--- config.mk ---
export PLATFORM = sky130hd
export DESIGN_NAME = dispense_decoder
export DESIGN_NICKNAME = d
export VERILOG_FILES = /design/src/rtl/dispense_decoder_pkg.sv /design/src/rtl/dispense_decoder_onehot.sv /design/src/rtl/dispense_decoder.sv
export SDC_FILE = /design/constraint.sdc
export NUM_CORES = 1
export LEC_CHECK = 0
export ABC_CLOCK_PERIOD_IN_PS = 1840
export CAP_MARGIN = 20
export CORE_MARGIN = 3
export CORE_UTILIZATION = 45
export DETAILED_ROUTE_END_ITERATION = 6
export GPL_TIMING_DRIVEN = 0
export HOLD_SLACK_MARGIN = 0.15
export PLACE_DENSITY = 0.77
export SLEW_MARGIN = 20
export SYNTH_ARGS = -nofsm -noshare
export SYNTH_HDL_FRONTEND = slang
export SYNTH_SLANG_ARGS = --single-unit
--- constraint.sdc ---
create_clock -name clk -period 1.84 [get_ports clk]
set_clock_uncertainty 0.05 [all_clocks]
set_input_delay 0.184 -clock clk [delete_from_list [all_inputs] [get_ports clk]]
set_output_delay 0.184 -clock clk [all_outputs]
set_load 0.01 [all_outputs]
--- src/rtl/dispense_decoder_pkg.sv ---
// Shared types and constant helpers for the dispense decoder.
// The state encoding matches the control FSM's view of the dispense path.
package dispense_decoder_pkg;

  typedef enum logic [1:0] {
    ST_IDLE       = 2'd0,
    ST_DRIVE      = 2'd1,
    ST_WAIT_SENSE = 2'd2,
    ST_GAP        = 2'd3
  } state_e;

  // Bits needed to hold values 0..value-1. Never returns less than 1.
  function automatic int clog2(input int value);
    int r;
    int v;
    r = 0;
    v = value - 1;
    while (v > 0) begin
      r = r + 1;
      v = v >> 1;
    end
    return (r < 1) ? 1 : r;
  endfunction

  function automatic int max3(input int a, input int b, input int c);
    int m;
    m = (a > b) ? a : b;
    return (m > c) ? m : c;
  endfunction

endpackage

--- src/rtl/dispense_decoder_onehot.sv ---
// Binary-to-one-hot decoder with enable; inverse of the product-select encoder.
// All outputs are zero when the enable is low.
module onehot_decoder #(
  parameter int N = 2
) (
  input  logic [N-1:0]      code_i,
  input  logic              en_i,
  output logic [2**N-1:0]   onehot_o
);

  always_comb begin
    onehot_o = '0;
    if (en_i) onehot_o[code_i] = 1'b1;
  end

endmodule

--- src/rtl/dispense_decoder.sv ---
// Dispense sequencer: accepts an item code, pulses one motor line, waits for the
// drop sensor and reports done or fault, then enforces a cool-down gap.
module dispense_decoder
  import dispense_decoder_pkg::*;
#(
  parameter int N              = 2,
  parameter int PULSE_CYCLES   = 4,
  parameter int TIMEOUT_CYCLES = 16,
  parameter int GAP_CYCLES     = 2
) (
  input  logic              clk,
  input  logic              rst_n,
  input  logic              sel_valid,
  input  logic [N-1:0]      sel_code,
  output logic              sel_ready,
  output logic [2**N-1:0]   motor_en,
  input  logic              item_sensed,
  output logic              busy,
  output logic              done,
  output logic              fault,
  output logic [N-1:0]      last_code
);

  localparam int M     = 2**N;
  localparam int CNT_W = clog2(max3(PULSE_CYCLES, TIMEOUT_CYCLES, GAP_CYCLES) + 1);
  localparam logic [CNT_W-1:0] PULSE_LAST   = CNT_W'(PULSE_CYCLES - 1);
  localparam logic [CNT_W-1:0] TIMEOUT_LAST = CNT_W'(TIMEOUT_CYCLES - 1);
  localparam logic [CNT_W-1:0] GAP_LAST     = CNT_W'(GAP_CYCLES - 1);
  localparam logic [CNT_W-1:0] CNT_ONE      = CNT_W'(1);

  state_e           state_q, state_d;
  logic [CNT_W-1:0] cnt_q, cnt_d;
  logic             sensed_q, sensed_d;
  logic [M-1:0]     motor_q, motor_d;
  logic             done_q, done_d;
  logic             fault_q, fault_d;
  logic [N-1:0]     last_q, last_d;
  logic             accept;
  logic [M-1:0]     dec_onehot;

  // Handshake: a code transfers on a rising edge where sel_valid && sel_ready;
  // sel_ready is high only in IDLE and sel_code is ignored at all other times.
  assign sel_ready = (state_q == ST_IDLE);
  assign busy      = (state_q != ST_IDLE);
  assign accept    = sel_valid && sel_ready;

  onehot_decoder #(.N(N)) u_onehot (
    .code_i   (sel_code),
    .en_i     (accept),
    .onehot_o (dec_onehot)
  );

  always_comb begin
    state_d  = state_q;
    cnt_d    = cnt_q;
    sensed_d = sensed_q;
    motor_d  = '0;
    done_d   = 1'b0;
    fault_d  = 1'b0;
    last_d   = last_q;
    case (state_q)
      ST_IDLE: begin
        if (accept) begin
          state_d  = ST_DRIVE;
          cnt_d    = '0;
          sensed_d = 1'b0;
          motor_d  = dec_onehot;
          last_d   = sel_code;
        end
      end
      ST_DRIVE: begin
        if (item_sensed) sensed_d = 1'b1;
        if (cnt_q == PULSE_LAST) begin
          state_d = ST_WAIT_SENSE;
          cnt_d   = '0;
        end else begin
          motor_d = motor_q;
          cnt_d   = cnt_q + CNT_ONE;
        end
      end
      ST_WAIT_SENSE: begin
        // Sense is checked before the timeout so a same-cycle collision reports done.
        if (sensed_q || item_sensed) begin
          done_d   = 1'b1;
          state_d  = ST_GAP;
          cnt_d    = '0;
          sensed_d = 1'b0;
        end else if (cnt_q == TIMEOUT_LAST) begin
          fault_d  = 1'b1;
          state_d  = ST_GAP;
          cnt_d    = '0;
          sensed_d = 1'b0;
        end else begin
          cnt_d = cnt_q + CNT_ONE;
        end
      end
      ST_GAP: begin
        sensed_d = 1'b0;
        if (cnt_q == GAP_LAST) begin
          state_d = ST_IDLE;
          cnt_d   = '0;
        end else begin
          cnt_d = cnt_q + CNT_ONE;
        end
      end
      default: begin
        state_d = ST_IDLE;
        cnt_d   = '0;
      end
    endcase
  end

  always_ff @(posedge clk or negedge rst_n) begin
    if (!rst_n) begin
      state_q  <= ST_IDLE;
      cnt_q    <= '0;
      sensed_q <= 1'b0;
      motor_q  <= '0;
      done_q   <= 1'b0;
      fault_q  <= 1'b0;
      last_q   <= '0;
    end else begin
      state_q  <= state_d;
      cnt_q    <= cnt_d;
      sensed_q <= sensed_d;
      motor_q  <= motor_d;
      done_q   <= done_d;
      fault_q  <= fault_d;
      last_q   <= last_d;
    end
  end

  assign motor_en  = motor_q;
  assign done      = done_q;
  assign fault     = fault_q;
  assign last_code = last_q;

endmodule

==> flow_summary.json <==
{
  "synthToLayoutAreaGrowth_pct": 48.55,
  "worstMarginPinSlew_ns": 0.7295,
  "final-max-slew-violation-count": 0,
  "first_global_vias": 814,
  "netlist_area_sq_um": 860.8,
  "cts_root_buf": "clkbuf_4",
  "start_util_pct": 48.79,
  "synthArstFlopShare_pct": 100.0,
  "utilization_pct": 72.48,
  "die_area_sq_um": 2474,
  "rr_endpoint": "state_q[1]",
  "nNetsFinal": 131,
  "top_layer": "met3",
  "clkLatencyLatePin_ns": 0.29,
  "final.min_clock_period_ns": 2.011,
  "htree_levels": 1,
  "crit_required_ns": 1.97,
  "portBuffers": 15,
  "rr_worst_depth": 6,
  "die_h_microns": 49.74,
  "ir_drop_mv": 0.8768,
  "die_w_microns": 49.74,
  "wl_met3_microns": 100,
  "end_kind": "flip-flop",
  "violations": "setup timing",
  "core_sq_um": 1764,
  "min_path_type": "in -> async",
  "r2r_start": "cnt_q[1]",
  "grt_max_degree": 17,
  "synth_edf_count": 0,
  "vias": 751,
  "clk_pin_slew_ns": 0.10,
  "drt_pass1_iterations": 4,
  "max_slew_margin_pct": 51.21,
  "grt_usage_pct": 18.37,
  "fp-row-count": 15,
  "avgSynthCellArea_sq_um": 10.50,
  "place_ws_ns": -0.3054,
  "critical_path_class": "reg -> reg",
  "synth_top_area_share_pct": 46.51,
  "drcViolationCount": 0,
  "pin_count": 16,
  "wl_microns": 2013,
  "rsz0062_at_grt": "yes",
  "routedWlPerCell_microns": 14.28,
  "numCtsBuffers": 3,
  "post-route-period-util_pct": 109.3,
  "drive_gt1_share_pct": 31.03,
  "overflow": 0,
  "cts_buffer_depth": 2,
  "syn_inst": 82,
  "path_max_fanout": 4,
  "yosysMostFrequentCell": "dfrtp_1",
  "fmax_ghz": 0.4972,
  "synth.yosys.seq_area_share_pct": 46.51,
  "cts_sinks": 16,
  "synth_seq_cells": 16,
  "setup_violations": 10,
  "synthFlopType": "dfrtp_1",
  "maxCapViolCount": 0,
  "cp-start-kind": "flip-flop",
  "wl_met2_microns": 993,
  "antenna_found_initial": 0,
  "cts_hold_buf": 0,
  "gp_congestion": 0.8274,
  "power_density_nw_per_um2": 1431,
  "grt_first_pass_wirelength_microns": 3546,
  "synthTopCellsByCount": "dfrtp_1 (16), nand2_1 (10), nor2_1 (9)",
  "synth_top_area_cell": "dfrtp_1",
  "r2r_slack_ns": -0.17,
  "hold_violations": 0,
  "dp_hpwl_microns": 1240,
  "timing.hold.ws_ns": 0.2670,
  "drt_iter0_markers": 13,
  "cp_data_arrival_time_ns": 2.14,
  "outcome": "complete, but fails checks",
  "wl_met1_microns": 919,
  "antenna_cells": 0,
  "yosysWarningCount": 0,
  "ant_nets": 0,
  "power_mw": 1.829,
  "ys_types": 31,
  "viasPerCell": 5.326,
  "p_leak_nw": 0.5873,
  "tritoncts": "yes",
  "synth_area_leaders": "dfrtp_1 (47%), ha_1 (12%), nand2_1 (4.4%)",
  "worst_slack_ns": -0.1711,
  "synthesis.nets": 96
}
==> kinds of logic (layout without fill, tap and decap cells) <==
kind of cell               count (synthesis)  count (layout)  synth area share (%)
AOI/OAI and AO/OA                         11              11                 11.34
xor gates and xnor gates                   1               1                 1.018
adders and majority gates                  8               8                 11.63
buffers and inverters                      8              42                 3.487
DFF                                       16              16                 46.51
muxes                                      4               4                 5.668
and+or+nand+nor                           34              34                 20.35
==> area by class of cell <==
class / count / area, sq um
plain buffers: 1 / 3.754
clock buffers: 4 / 36.28
fillers: 141 / 485.5
inverters: 7 / 26.28
multi-input cells: 58 / 510.5
flip-flops and latches: 16 / 402.9
well taps: 25 / 31.28
repair buffers: 30 / 267.8
==> cell usage in the layout (no fill, tap or decap), drive strengths merged <==
master | Yosys | final
nand3 | 4 | 4
clkbuf | 1 | 5
a31oi | 1 | 1
or4b | 2 | 2
xnor2 | 1 | 1
a21oi | 1 | 1
buf | 0 | 15
nand2 | 11 | 11
inv | 7 | 7
o31ai | 2 | 2
clkdlybuf4s50 | 0 | 13
dfrtp | 16 | 16
dlygate4sd2 | 0 | 2
a22oi | 1 | 1
nor3 | 1 | 1
a221oi | 1 | 1
nand2b | 1 | 1
a32oi | 1 | 1
a221o | 1 | 1
o32ai | 1 | 1
nand4 | 1 | 1
and4 | 1 | 1
ha | 8 | 8
mux2 | 4 | 4
nor4b | 1 | 1
nor2b | 1 | 1
nor2 | 9 | 9
and3 | 2 | 2
o21ai | 2 | 2
==> worst max-delay path by stage <==
| stage | slack, ns | start | end | cells past startpoint |
|---|---|---|---|---|
| 2_1_floorplan | -0.15 | cnt_q[0] | state_q[1] | 5 |
| 4_1_cts | -0.14 | cnt_q[1] | state_q[1] | 6 |
| 5_1_grt | -0.24 | cnt_q[1] | state_q[1] | 6 |
| 3_5_place_dp | -0.31 | cnt_q[0] | state_q[1] | 5 |
| 3_3_place_gp | -0.29 | cnt_q[0] | state_q[1] | 5 |
| 6_report | -0.17 | cnt_q[1] | state_q[1] | 6 |
==> per-layer routing <==
| metal | vias to the layer above | global-route usage (%) |
|---|---|---|
| li1 | 360 | - |
| met1 | 374 | 20.99 |
| met2 | 17 | 30.40 |
| met3 | 0 | 7.855 |
| met4 | 0 | 6.452 |
| met5 | - | 0 |
==> critical path: stages, from the launching register on <==
cell      delay, ns
dfrtp_2        0.46
inv_2          0.09
ha_4           0.11
or4b_4         0.48
a221oi_4       0.29
nand2_2        0.11
mux2_4         0.31
==> flip-flops by register name, indices dropped and copies added (netlist names) <==
| name | cells |
|---|---|
| sensed_q | 1 |
| last_code | 2 |
| motor_en | 4 |
| state_q | 2 |
| fault | 1 |
| cnt_q | 5 |
| done | 1 |
==> through the flow <==
stage / TNS (ns) / cell area (sq um) / cells
floorplan: -0.1519 / 869.6 / 82
global placement: -0.7322 / 1051 / 122
detailed placement: -0.9594 / 1051 / 122
CTS: -0.2493 / 1236 / 140
global route: -1.114 / 1279 / 141
finish: -0.5088 / 1279 / 141
==> repair_timing <==
action	in CTS	in global routing
resized for setup	14	5
pin swaps	3	3
setup endpoints to repair	12	9
buffers inserted	14	2
==> where the power goes <==
group,switching (mW),internal [mW],total (mW)
Clock,0.117,0.120,0.237
Combinational,0.504,0.547,1.05
Sequential,0.0918,0.449,0.541
Total,0.713,1.12,1.83
(Power assumes the default switching activity.)
